File: src/rtl/ps2_scan_receiver.sv
// rtl/ps2_scan_receiver.sv - PS/2 keyboard deframer assembling E0/F0-prefixed scan codes into a 24-bit key code
// Optional frame timeout enabled by defining ARILLA_PS2_TIMEOUT_EN.
module ps2_scan_receiver #(
    parameter int TIMEOUT_CYCLES = 50000,
    parameter int TO_W           = 16
) (
    input  logic        clk,
    input  logic        rst,
    input  logic        PS2_CLK,
    input  logic        PS2_DATA,
    input  logic [4:0]  DEB_TIME,
    input  logic        SYNCH_EN,
    output logic [23:0] K_CD,
    output logic        CODE_VALID,
    output logic        F_ERR,
    output logic        P_ERR
);

    if ((2 ** TO_W) <= TIMEOUT_CYCLES) begin : g_bad_to_w
        $error("TO_W too narrow for TIMEOUT_CYCLES");
    end

    typedef enum logic [1:0] {IDLE, DATA, PARITY, STOP} state_t;

    // Index 1 = PS2_CLK, index 0 = PS2_DATA throughout the input stage.
    logic [1:0] sync1_q, sync2_q, samp, filt_q, filt;
    logic [4:0] deb_cnt_q [2];
    logic       synch_en_q;

    always_ff @(posedge clk) begin
        if (rst) begin
            sync1_q    <= 2'b11;
            sync2_q    <= 2'b11;
            synch_en_q <= 1'b0;
        end else begin
            sync1_q    <= {PS2_CLK, PS2_DATA};
            sync2_q    <= sync1_q;
            synch_en_q <= SYNCH_EN;
        end
    end

    assign samp = synch_en_q ? sync2_q : {PS2_CLK, PS2_DATA};

    always_ff @(posedge clk) begin
        for (int i = 0; i < 2; i++) begin
            if (rst) begin
                filt_q[i]    <= 1'b1;
                deb_cnt_q[i] <= 5'd0;
            end else if (DEB_TIME == 5'd0 || samp[i] == filt_q[i]) begin
                filt_q[i]    <= samp[i];
                deb_cnt_q[i] <= 5'd0;
            end else if (deb_cnt_q[i] + 5'd1 >= DEB_TIME) begin
                filt_q[i]    <= samp[i];
                deb_cnt_q[i] <= 5'd0;
            end else begin
                deb_cnt_q[i] <= deb_cnt_q[i] + 5'd1;
            end
        end
    end

    assign filt = (DEB_TIME == 5'd0) ? samp : filt_q;

    logic prev_clk_q, edge_q, bit_q;

    always_ff @(posedge clk) begin
        if (rst) begin
            prev_clk_q <= 1'b1;
            edge_q     <= 1'b0;
            bit_q      <= 1'b1;
        end else begin
            prev_clk_q <= filt[1];
            edge_q     <= prev_clk_q & ~filt[1];
            bit_q      <= filt[0];
        end
    end

    state_t      state_q, state_d;
    logic [2:0]  bitcnt_q, bitcnt_d;
    logic [7:0]  shreg_q, shreg_d;
    logic        par_q, par_d;
    logic [15:0] accum_q, accum_d;
    logic [23:0] kcd_d;
    logic        valid_d, ferr_d, perr_d;
    logic        timeout_hit;
    logic        par_bad;

`ifdef ARILLA_PS2_TIMEOUT_EN
    logic [TO_W-1:0] to_cnt_q;

    always_ff @(posedge clk) begin
        if (rst || state_q == IDLE || edge_q)
            to_cnt_q <= '0;
        else
            to_cnt_q <= to_cnt_q + 1'b1;
    end

    assign timeout_hit = (state_q != IDLE) && (to_cnt_q == TO_W'(TIMEOUT_CYCLES - 1));
`else
    assign timeout_hit = 1'b0;
`endif

    // Odd parity: data plus parity bit must hold an odd number of ones.
    assign par_bad = ~^{shreg_q, par_q};

    always_comb begin
        state_d  = state_q;
        bitcnt_d = bitcnt_q;
        shreg_d  = shreg_q;
        par_d    = par_q;
        accum_d  = accum_q;
        kcd_d    = K_CD;
        valid_d  = 1'b0;
        ferr_d   = F_ERR;
        perr_d   = P_ERR;
        if (edge_q) begin
            case (state_q)
                IDLE: begin
                    if (!bit_q) begin
                        state_d  = DATA;
                        bitcnt_d = 3'd0;
                    end
                end
                DATA: begin
                    shreg_d  = {bit_q, shreg_q[7:1]};
                    bitcnt_d = bitcnt_q + 3'd1;
                    if (bitcnt_q == 3'd7)
                        state_d = PARITY;
                end
                PARITY: begin
                    par_d   = bit_q;
                    state_d = STOP;
                end
                STOP: begin
                    state_d = IDLE;
                    if (par_bad || !bit_q) begin
                        if (par_bad)
                            perr_d = 1'b1;
                        if (!bit_q)
                            ferr_d = 1'b1;
                        accum_d = 16'd0;
                    end else begin
                        ferr_d = 1'b0;
                        perr_d = 1'b0;
                        if (shreg_q == 8'hE0 || shreg_q == 8'hF0) begin
                            accum_d = {accum_q[7:0], shreg_q};
                        end else begin
                            kcd_d   = {accum_q, shreg_q};
                            accum_d = 16'd0;
                            valid_d = 1'b1;
                        end
                    end
                end
                default: state_d = IDLE;
            endcase
        end else if (timeout_hit) begin
            state_d = IDLE;
            ferr_d  = 1'b1;
            accum_d = 16'd0;
        end
    end

    always_ff @(posedge clk) begin
        if (rst) begin
            state_q    <= IDLE;
            bitcnt_q   <= 3'd0;
            shreg_q    <= 8'd0;
            par_q      <= 1'b0;
            accum_q    <= 16'd0;
            K_CD       <= 24'd0;
            CODE_VALID <= 1'b0;
            F_ERR      <= 1'b0;
            P_ERR      <= 1'b0;
        end else begin
            state_q    <= state_d;
            bitcnt_q   <= bitcnt_d;
            shreg_q    <= shreg_d;
            par_q      <= par_d;
            accum_q    <= accum_d;
            K_CD       <= kcd_d;
            CODE_VALID <= valid_d;
            F_ERR      <= ferr_d;
            P_ERR      <= perr_d;
        end
    end

endmodule

File: config.mk
export PLATFORM = sky130hd
export DESIGN_NAME = ps2_scan_receiver
export DESIGN_NICKNAME = d
export VERILOG_FILES = /design/src/rtl/ps2_scan_receiver.sv
export SDC_FILE = /design/constraint.sdc
export NUM_CORES = 1
export LEC_CHECK = 0
export ABC_AREA = 1
export ABC_CLOCK_PERIOD_IN_PS = 2650
export CAP_MARGIN = 20
export CORE_ASPECT_RATIO = 0.75
export CORE_MARGIN = 2
export CORE_UTILIZATION = 56
export DETAILED_ROUTE_END_ITERATION = 6
export PLACE_DENSITY = 0.78
export SYNTH_ARGS = -nofsm -noshare
export SYNTH_HDL_FRONTEND = slang
export SYNTH_SLANG_ARGS = --single-unit
File: constraint.sdc
create_clock -name clk -period 2.65 [get_ports clk]
set_input_delay 0.53 -clock clk [delete_from_list [all_inputs] [get_ports clk]]
set_output_delay 0.53 -clock clk [all_outputs]
set_load 0.01 [all_outputs]
# ---- After elaboration in Yosys (flattened, before gate mapping)
# Memories as Yosys holds them, arrays and structs flattened.
# Index checks and enable logic that the tools add are counted.
dict set report classes {
  n_reduce_logical 20
  eq_ne 12
  n_addsub 3
  order_cmp 2
  bitwise 12
  muxes 48
}
# op n
set ops {}
lappend ops {{2-to-1 mux 1 bit} 33}
lappend ops {{2-to-1 mux 16 bit} 2}
lappend ops {{2-to-1 mux 5 bit} 6}
lappend ops {{equality test 8 bit (second input constant)} 2}
lappend ops {{AND reduction 3 bit} 4}
lappend ops {{adder 5 x 1 -> 5 bit (second input constant)} 2}
lappend ops {{>= comparator 5 bit} 2}
lappend ops {{XNOR reduction 9 bit} 1}
lappend ops {{2-to-1 mux 2 bit} 4}
lappend ops {{!= test 2 bit (second input constant)} 4}
lappend ops {{one-hot mux 2 bit (4 select lines)} 1}
lappend ops {{OR 1 bit} 6}
lappend ops {{one-hot mux 3 bit (2 select lines)} 1}
lappend ops {{AND reduction 2 bit} 3}
lappend ops {{nonzero test 2 bit} 3}
lappend ops {{zero test 5 bit} 1}
lappend ops {{NOT 1 bit} 5}
lappend ops {{equality test 2 bit (second input constant)} 2}
lappend ops {{logical OR 1 bit} 4}
lappend ops {{AND reduction 4 bit} 1}
lappend ops {{OR reduction 4 bit} 1}
lappend ops {{adder 3 x 1 -> 3 bit (second input constant)} 1}
lappend ops {{equality test 3 bit (second input constant)} 1}
lappend ops {{2-to-1 mux 3 bit} 1}
lappend ops {{other kinds (5)} 6}
dict set report totals {
  wordCells 115
  n_memories 1
  output_inout_bits 27
  input_bits 10
  ff_bits 67
  ram_bits 10
}
# memory words word_bits rd rd_clocked_by_memory_dff write_ports line
set memory_table {}
lappend memory_table {deb_cnt_q 2 5 2 0 2 27} ;# logic [4:0] deb_cnt_q [2];

# ---- Depth between registers and ports, before layout
# Gate-level depths: netlist of run 1.
dict set report logic_depth {
  word_depth 9
  mapped_depth 13
  mapped_depth_nobuf 13
}

# ---- Worst setup path after synthesis of run 1
# Ideal clock, no wire load.
dict set report synth_timing {
  kind {reg2reg}
  startpoint {memory deb_cnt_q[1][0]}
  endpoint {memory deb_cnt_q[1][2] (data pin)}
  arrival_time_ns 2.056
  required_ns 2.492
  path_buffers 0
  setup_slack_ns 0.436
  period_less_slack_ns 2.214
  path_stages_with_launch 13
  setup_time_ns 0.158
  path_cell_list {edfxtp_1 ha_1 nand2_1 inv_1 nand2_1 xor2_1 inv_1 ha_1 a21oi_1 nand2_1 nor3_1 nand3_1 nor3_1}
}
# element line
set synth_lines {}
lappend synth_lines {{start, declared} 27}

==> out/metrics.cfg, run 1 <==
[timing]
finalClockSkew_ns=0.0114
setup_slack_ns=0.241
drv_slew=0
fin_crit_ns=2.41
finalSetupViolCount=0
max_freq_mhz=415
fin_crit_sh_pct=90.9
hold_viol=0

[critical_path]
timing.critical_path.cells=ha_1, nand2_1, inv_1, nand2_1, xor2_1, inv_1, ha_1, a21oi_1, nand2_1, nor3_1, buf_4, nand2_1, nand2_1, nand3_1
slowest_delay_ns=0.45
critPathBufInv=3
crit_start=deb_cnt_q[1][0]
worstReg2RegStart=deb_cnt_q[1][0]
worstPathRequired_ns=2.90
worst-path-max-fanout=4
path_depth=14
worstSetupEndpointType=flop
worst_path_max_delay_cell=edfxtp_1
reg2reg_depth=14
start_kind=flop
critPathMostFrequentCell=nand2_1
arrival_ns=2.66
crit_type=reg -> reg
crit_family=simple AND/OR/NAND/NOR gates

[synthesis]
async_reset_ff_share_pct=0
ys_seq_area_share_pct=46.9
syn_inst=462
syn_area_mm2=0.00350
ys_types=31
ys_dominant_reg_cell=dfxtp_1
ys_seq_elements=77
syn_area_per_cell_um2=7.57
yosys_warnings=0
synth_edf_count=10

[run]
cap_viol_max_count=0

[power]
p_per_area_mw_per_mm2=569
p_total_mw=2.40
ir_drop_mv=0.377
leakagePower_nw=2.03

[grt]
grt_overflow_total=0
grt_pass1_wl_um=12000
grt.total_usage_pct=22.5
top_usage_layer=met2
grt_max_degree=40
globalRouteMet1Util_pct=29.4
grtUsageMet2_pct=35.5
antenna_found_initial=0
grt_pass1_vias=2829
use_met3_pct=6.54

[drt]
post_drt_wl_per_cell_um=11.6
drt_iter0_markers=96
postRouteAntennaNets=0
dr_total_vias=2928
wirelength_um=6890
drt_first_pass_iters=4
viasPerCell=4.92
drc_errors=0

[final_layout]
antenna_cells=0
drive_gt1_share_pct=7.35
nNetsFinal=540
area_growth_syn_to_layout_pct=20.5

[placed_design]
pre_cts_ws_ns=0.101
port-buffer-count=36
gp_congestion=0.874
dp_hpwl_um=5120

[die]
die_w_um=95.3
die_h_um=72.5
ios=37
initial_core_util_pct=59.1
core_mm2=0.00592
die_area_mm2=0.00690
num_rows=24

[clock_tree]
post_cts_buffers=0
cts_max_level=3
cts.sinks=77
cts_root_buffer=clkbuf_8
clk_pin_slew_ns=0.08
clk_latency_ns=0.36
cts_buffers=9
cts_tree=built
cts_buffer_depth=2

[worst_hold_path]
min_path_type=reg -> reg
min_from=sync1_q[0]
min_path_cells=1

[status]
outcome=complete, no violations

worst register-to-register path, stage by stage, from the launching register on:
cell and delay, ns:
edfxtp_1 0.45, ha_1 0.25, nand2_1 0.06, inv_1 0.06
nand2_1 0.07, xor2_1 0.20, inv_1 0.07, ha_1 0.32
a21oi_1 0.15, nand2_1 0.06, nor3_1 0.24, buf_4 0.19
nand2_1 0.05, nand2_1 0.06, nand3_1 0.06
cell families after synthesis:
kind of cell	count (synthesis)	synth area share (%)
flip-flops	77	46.9
AND/OR/NAND/NOR	232	27.8
other	1	0.107
adder cells (fa/ha/maj)	18	6.44
AO/OA/AOI/OAI	51	7.83
XOR/XNOR	9	2.25
buffers and inverters	74	8.66
synthesized netlist by cell type, types with 2 or more instances:
library cell	instances	area [um2]
or2_2	2	12.5
ha_1	18	225
a21oi_1	26	130
nand3_2	2	20.0
nand2_2	2	12.5
inv_1	57	214
clkbuf_1	9	33.8
nor3_1	6	30.0
nor2_1	73	274
o211ai_1	2	15.0
buf_6	3	33.8
buf_2	2	10.0
edfxtp_1	10	300
dfxtp_1	67	1340
nand2_1	116	435
a211oi_1	2	15.0
xor2_1	8	70.1
nand4_1	8	50.1
nand3_1	19	95.1
inv_2	2	7.51
o21ai_0	18	90.1
final timing paths:
check | slack (ns) | endpoint
setup / recovery | 0.24 | filt_q[1]
hold / removal | 0.42 | sync2_q[0]
setup reg to reg | 0.24 | filt_q[1]
hold reg to reg | 0.42 | sync2_q[0]
metrics by stage:
| step | std cells | area, um2 | hold slack (ns) | utilization (%) | TNS (ns) |
|---|---|---|---|---|---|
| after floorplan | 471 | 3530 | 0.389 | - | 0 |
| after global placement | 579 | 3990 | 0.391 | 67.4 | 0 |
| after detailed placement | 579 | 3990 | 0.405 | 67.4 | 0 |
| after CTS | 595 | 4200 | 0.425 | 71.0 | 0 |
| after global routing | 595 | 4220 | 0.438 | 71.3 | -0.00122 |
| final | 595 | 4220 | 0.419 | 71.3 | 0 |
report_power, final:
group,switching [mW],internal [mW]
clock network,0.446,0.497
registers,0.0217,1.21
logic,0.134,0.0889
layout by cell type (no fill, tap or decap), drive strengths merged, types with 6 or more instances in the layout:
cell | netlist | layout
nand4 | 8 | 8
dfxtp | 67 | 67
clkbuf | 9 | 10
nor2 | 73 | 73
ha | 18 | 18
conb | 1 | 10
o21ai | 18 | 18
buf | 5 | 8
inv | 59 | 61
clkdlybuf4s50 | 0 | 36
edfxtp | 10 | 10
nor3 | 6 | 6
a21oi | 27 | 27
nand2 | 119 | 119
nand3 | 22 | 22
xor2 | 8 | 8
what timing repair did:
item	in CTS	in global routing
setup endpoints to repair	0	6
hold buffers	0	0
resized for setup	0	3
layer usage:
metal / part of all wire, % / wire length, um
met1: 51 / 3480
met2: 44 / 3020
met3: 4.5 / 312
met4: 1.1 / 73
met5: 0 / 0
registers in the layout, summed over array words and instances, names as in the netlist:
name / count
K_CD: 24
sync1_q: 2
CODE_VALID: 1
edge_q: 1
P_ERR: 1
deb_cnt_q: 10
synch_en_q: 1
bit_q: 1
state_q: 2
accum_q: 16
par_q: 1
F_ERR: 1
prev_clk_q: 1
shreg_q: 8
bitcnt_q: 3
sync2_q: 2
filt_q: 2
layout make-up:
| type | count | area [um2] |
|---|---|---|
| fillers | 490 | 1700 |
| flip-flops and latches | 77 | 1640 |
| multi-input cells | 320 | 1600 |
| clock buffers | 10 | 149 |
| well taps | 78 | 97.6 |
| repair buffers | 44 | 433 |
| inverters | 60 | 225 |
| clock inverters | 6 | 66.3 |
Note: power is estimated with default switching activity, not from simulation.
==> run 2, diff against run 1 <==
CORE_UTILIZATION = 63   (was 56)
DONT_BUFFER_PORTS = 1   (was not set)
==> out/metrics.cfg, run 2 (synthesis gave the netlist of run 1 again) <==
[clock_tree]
cts_hold_buf=0  ; unchanged
cts.sinks=77  ; unchanged
clk_pin_slew_ns=0.08  ; about the same
cts_tree=built
cts_buffers=9  ; unchanged
cts_root_buffer=clkbuf_8
cts_buffer_depth=2  ; unchanged
cts_max_level=3  ; unchanged
clk_latency_ns=0.35  ; about the same

[timing]
hold_viol=0  ; unchanged
fin_crit_ns=2.34  ; -0.0658 ns
finalClockSkew_ns=0.00627  ; -0.00517 ns
fin_crit_sh_pct=88.4  ; -2.5 points
rsz0062_at_grt=no
finalSetupViolCount=0  ; unchanged
drv_slew=0  ; unchanged
tns_ns=0  ; unchanged
max_freq_mhz=427  ; +2.8%

[drt]
viasPerCell=5.05  ; +2.5%
wirelength_um=6570  ; -4.6%
post_drt_wl_per_cell_um=11.9  ; +2.4%
drt_first_pass_iters=4  ; unchanged
drt_iter0_markers=142  ; +48%
drc_errors=0  ; unchanged
postRouteAntennaNets=0  ; unchanged
dr_total_vias=2795  ; -4.5%

[grt]
grt_pass1_vias=2576  ; -8.9%
grt_overflow_total=0  ; unchanged
grt_pass1_wl_um=11300  ; -6.3%
antenna_found_initial=0  ; unchanged
grt_max_degree=28  ; -30%
grt.total_usage_pct=23.1  ; +0.62 points

[critical_path]
timing.critical_path.cells=ha_1, nand3_1, xor2_1, inv_1, ha_1, a21oi_1, o21ai_0, a211oi_2, nand3_1, nor2_1
worstPathRequired_ns=2.85  ; -0.05 ns
crit_type=reg -> reg
worst_path_max_delay_cell=edfxtp_1
worstSetupEndpointType=flop
arrival_ns=2.54  ; -0.12 ns
worst-path-max-fanout=5  ; +1
slowest_delay_ns=0.45  ; about the same
start_kind=flop

[run]
cap_viol_max_count=0  ; unchanged

[final_layout]
final_util_pct=70.9  ; -0.31 points
antenna_cells=0  ; unchanged
top_register=K_CD
final_cell_mix=nand2_1, nor2_1, dfxtp_1, inv_1, a21oi_1
layout_commonest_cell=nand2_1
reg_top3=K_CD (24), accum_q (16), deb_cnt_q (10)
drive_gt1_share_pct=7.31  ; -0.043 points
fill_cells=457  ; -6.7%
nNetsFinal=502  ; -7.0%
area_growth_syn_to_layout_pct=8.55
largest_reg_flops=24  ; unchanged

[die]
die_w_um=90.0  ; -5.5%
num_rows=23  ; -4.2%
initial_core_util_pct=65.4  ; +6.2 points
ios=37  ; unchanged
die_h_um=68.5  ; -5.4%
core_mm2=0.00535  ; -9.5%
die_area_mm2=0.00617  ; -11%

[placed_design]
dp_hpwl_um=4760  ; -7.1%
gp_congestion=0.851  ; -2.7%
port-buffer-count=0  ; -100%

[worst_hold_path]
min_path_type=in -> reg

[power]
ir_drop_mv=0.434  ; +15%
leakagePower_nw=1.87  ; -7.8%
p_per_area_mw_per_mm2=583  ; +2.4%

[status]
outcome=complete, no violations

==> run 2: cell types whose count changed in the layout (fill, tap and decap cells not counted), sizes merged <==
cell           change
buf                -2
bufinv             -1
clkbuf             +1
clkdlybuf4s50     -36
clkinvlp           +1
inv                -1
==> run 2: critical path, delay by kind of cell, from the launching register on <==
| kind | cells | cell delay, ns |
|---|---|---|
| and+or+nand+nor | 3 | 0.44 |
| buffers and inverters | 1 | 0.06 |
| adders and majority gates | 2 | 0.56 |
| xor gates and xnor gates | 1 | 0.20 |
| AOI/OAI and AO/OA | 3 | 0.49 |
| DFF | 1 | 0.45 |
==> run 2: stage by stage <==
stage | setup slack, ns | total power [mW] | hold WS, ns | instances | instance area [um2]
2_1_floorplan | 0.436 | 1.41 | 0.389 | 471 | 3530
3_3_place_gp | 0.283 | 1.44 | 0.391 | 538 | 3610
3_5_place_dp | 0.168 | 1.45 | 0.398 | 538 | 3610
4_1_cts | 0.153 | 2.22 | 0.228 | 554 | 3780
5_1_grt | 0.0590 | 2.31 | 0.224 | 554 | 3800
6_report | 0.307 | 2.21 | 0.241 | 554 | 3800
==> run 2: routing by layer <==
layer | up-vias | track usage [%] | routed length (um) | share of wire (%)
li1 | 1471 | - | - | -
met1 | 1236 | 29.4 | 3140 | 48
met2 | 78 | 37.7 | 2900 | 44
met3 | 10 | 8.15 | 431 | 6.6
met4 | 0 | 7.69 | 99 | 1.5
met5 | - | 0 | 0 | 0
==> run 2: worst paths after layout <==
path                                       from              end  slack, ns  cells after the start
worst max register to register  deb_cnt_q[0][0]  deb_cnt_q[0][2]       0.31                     10
worst min register to register       sync1_q[0]       sync2_q[0]       0.41                      1
worst max-delay path            deb_cnt_q[0][0]  deb_cnt_q[0][2]       0.31                     10
worst min-delay path                        rst      bitcnt_q[1]       0.24                      1
==> run 2: final cells by class <==
type	instances	area [um2]	area share, %
Clock buffer	11	141	3.72
Clock inverter	5	35.0	0.923
Inverter	60	225	5.93
Multi-Input combinational cell	320	1600	42.2
Sequential cell	77	1640	43.2
Tap cell	75	93.8	2.47
Timing Repair Buffer	6	57.6	1.52
==> run 2: timing repair <==
item                                   in CTS  in global routing
setup endpoints to repair                   0                 10
setup buffers                               0                  0
endpoints found under the hold margin       0                  0
gates resized for setup                     0                  3
==> run 2: power breakdown <==
part,internal (mW),switching [mW],total [mW]
clock network,0.367,0.416,0.783
registers,1.21,0.0222,1.24
logic,0.0733,0.122,0.195
total,1.65,0.560,2.21
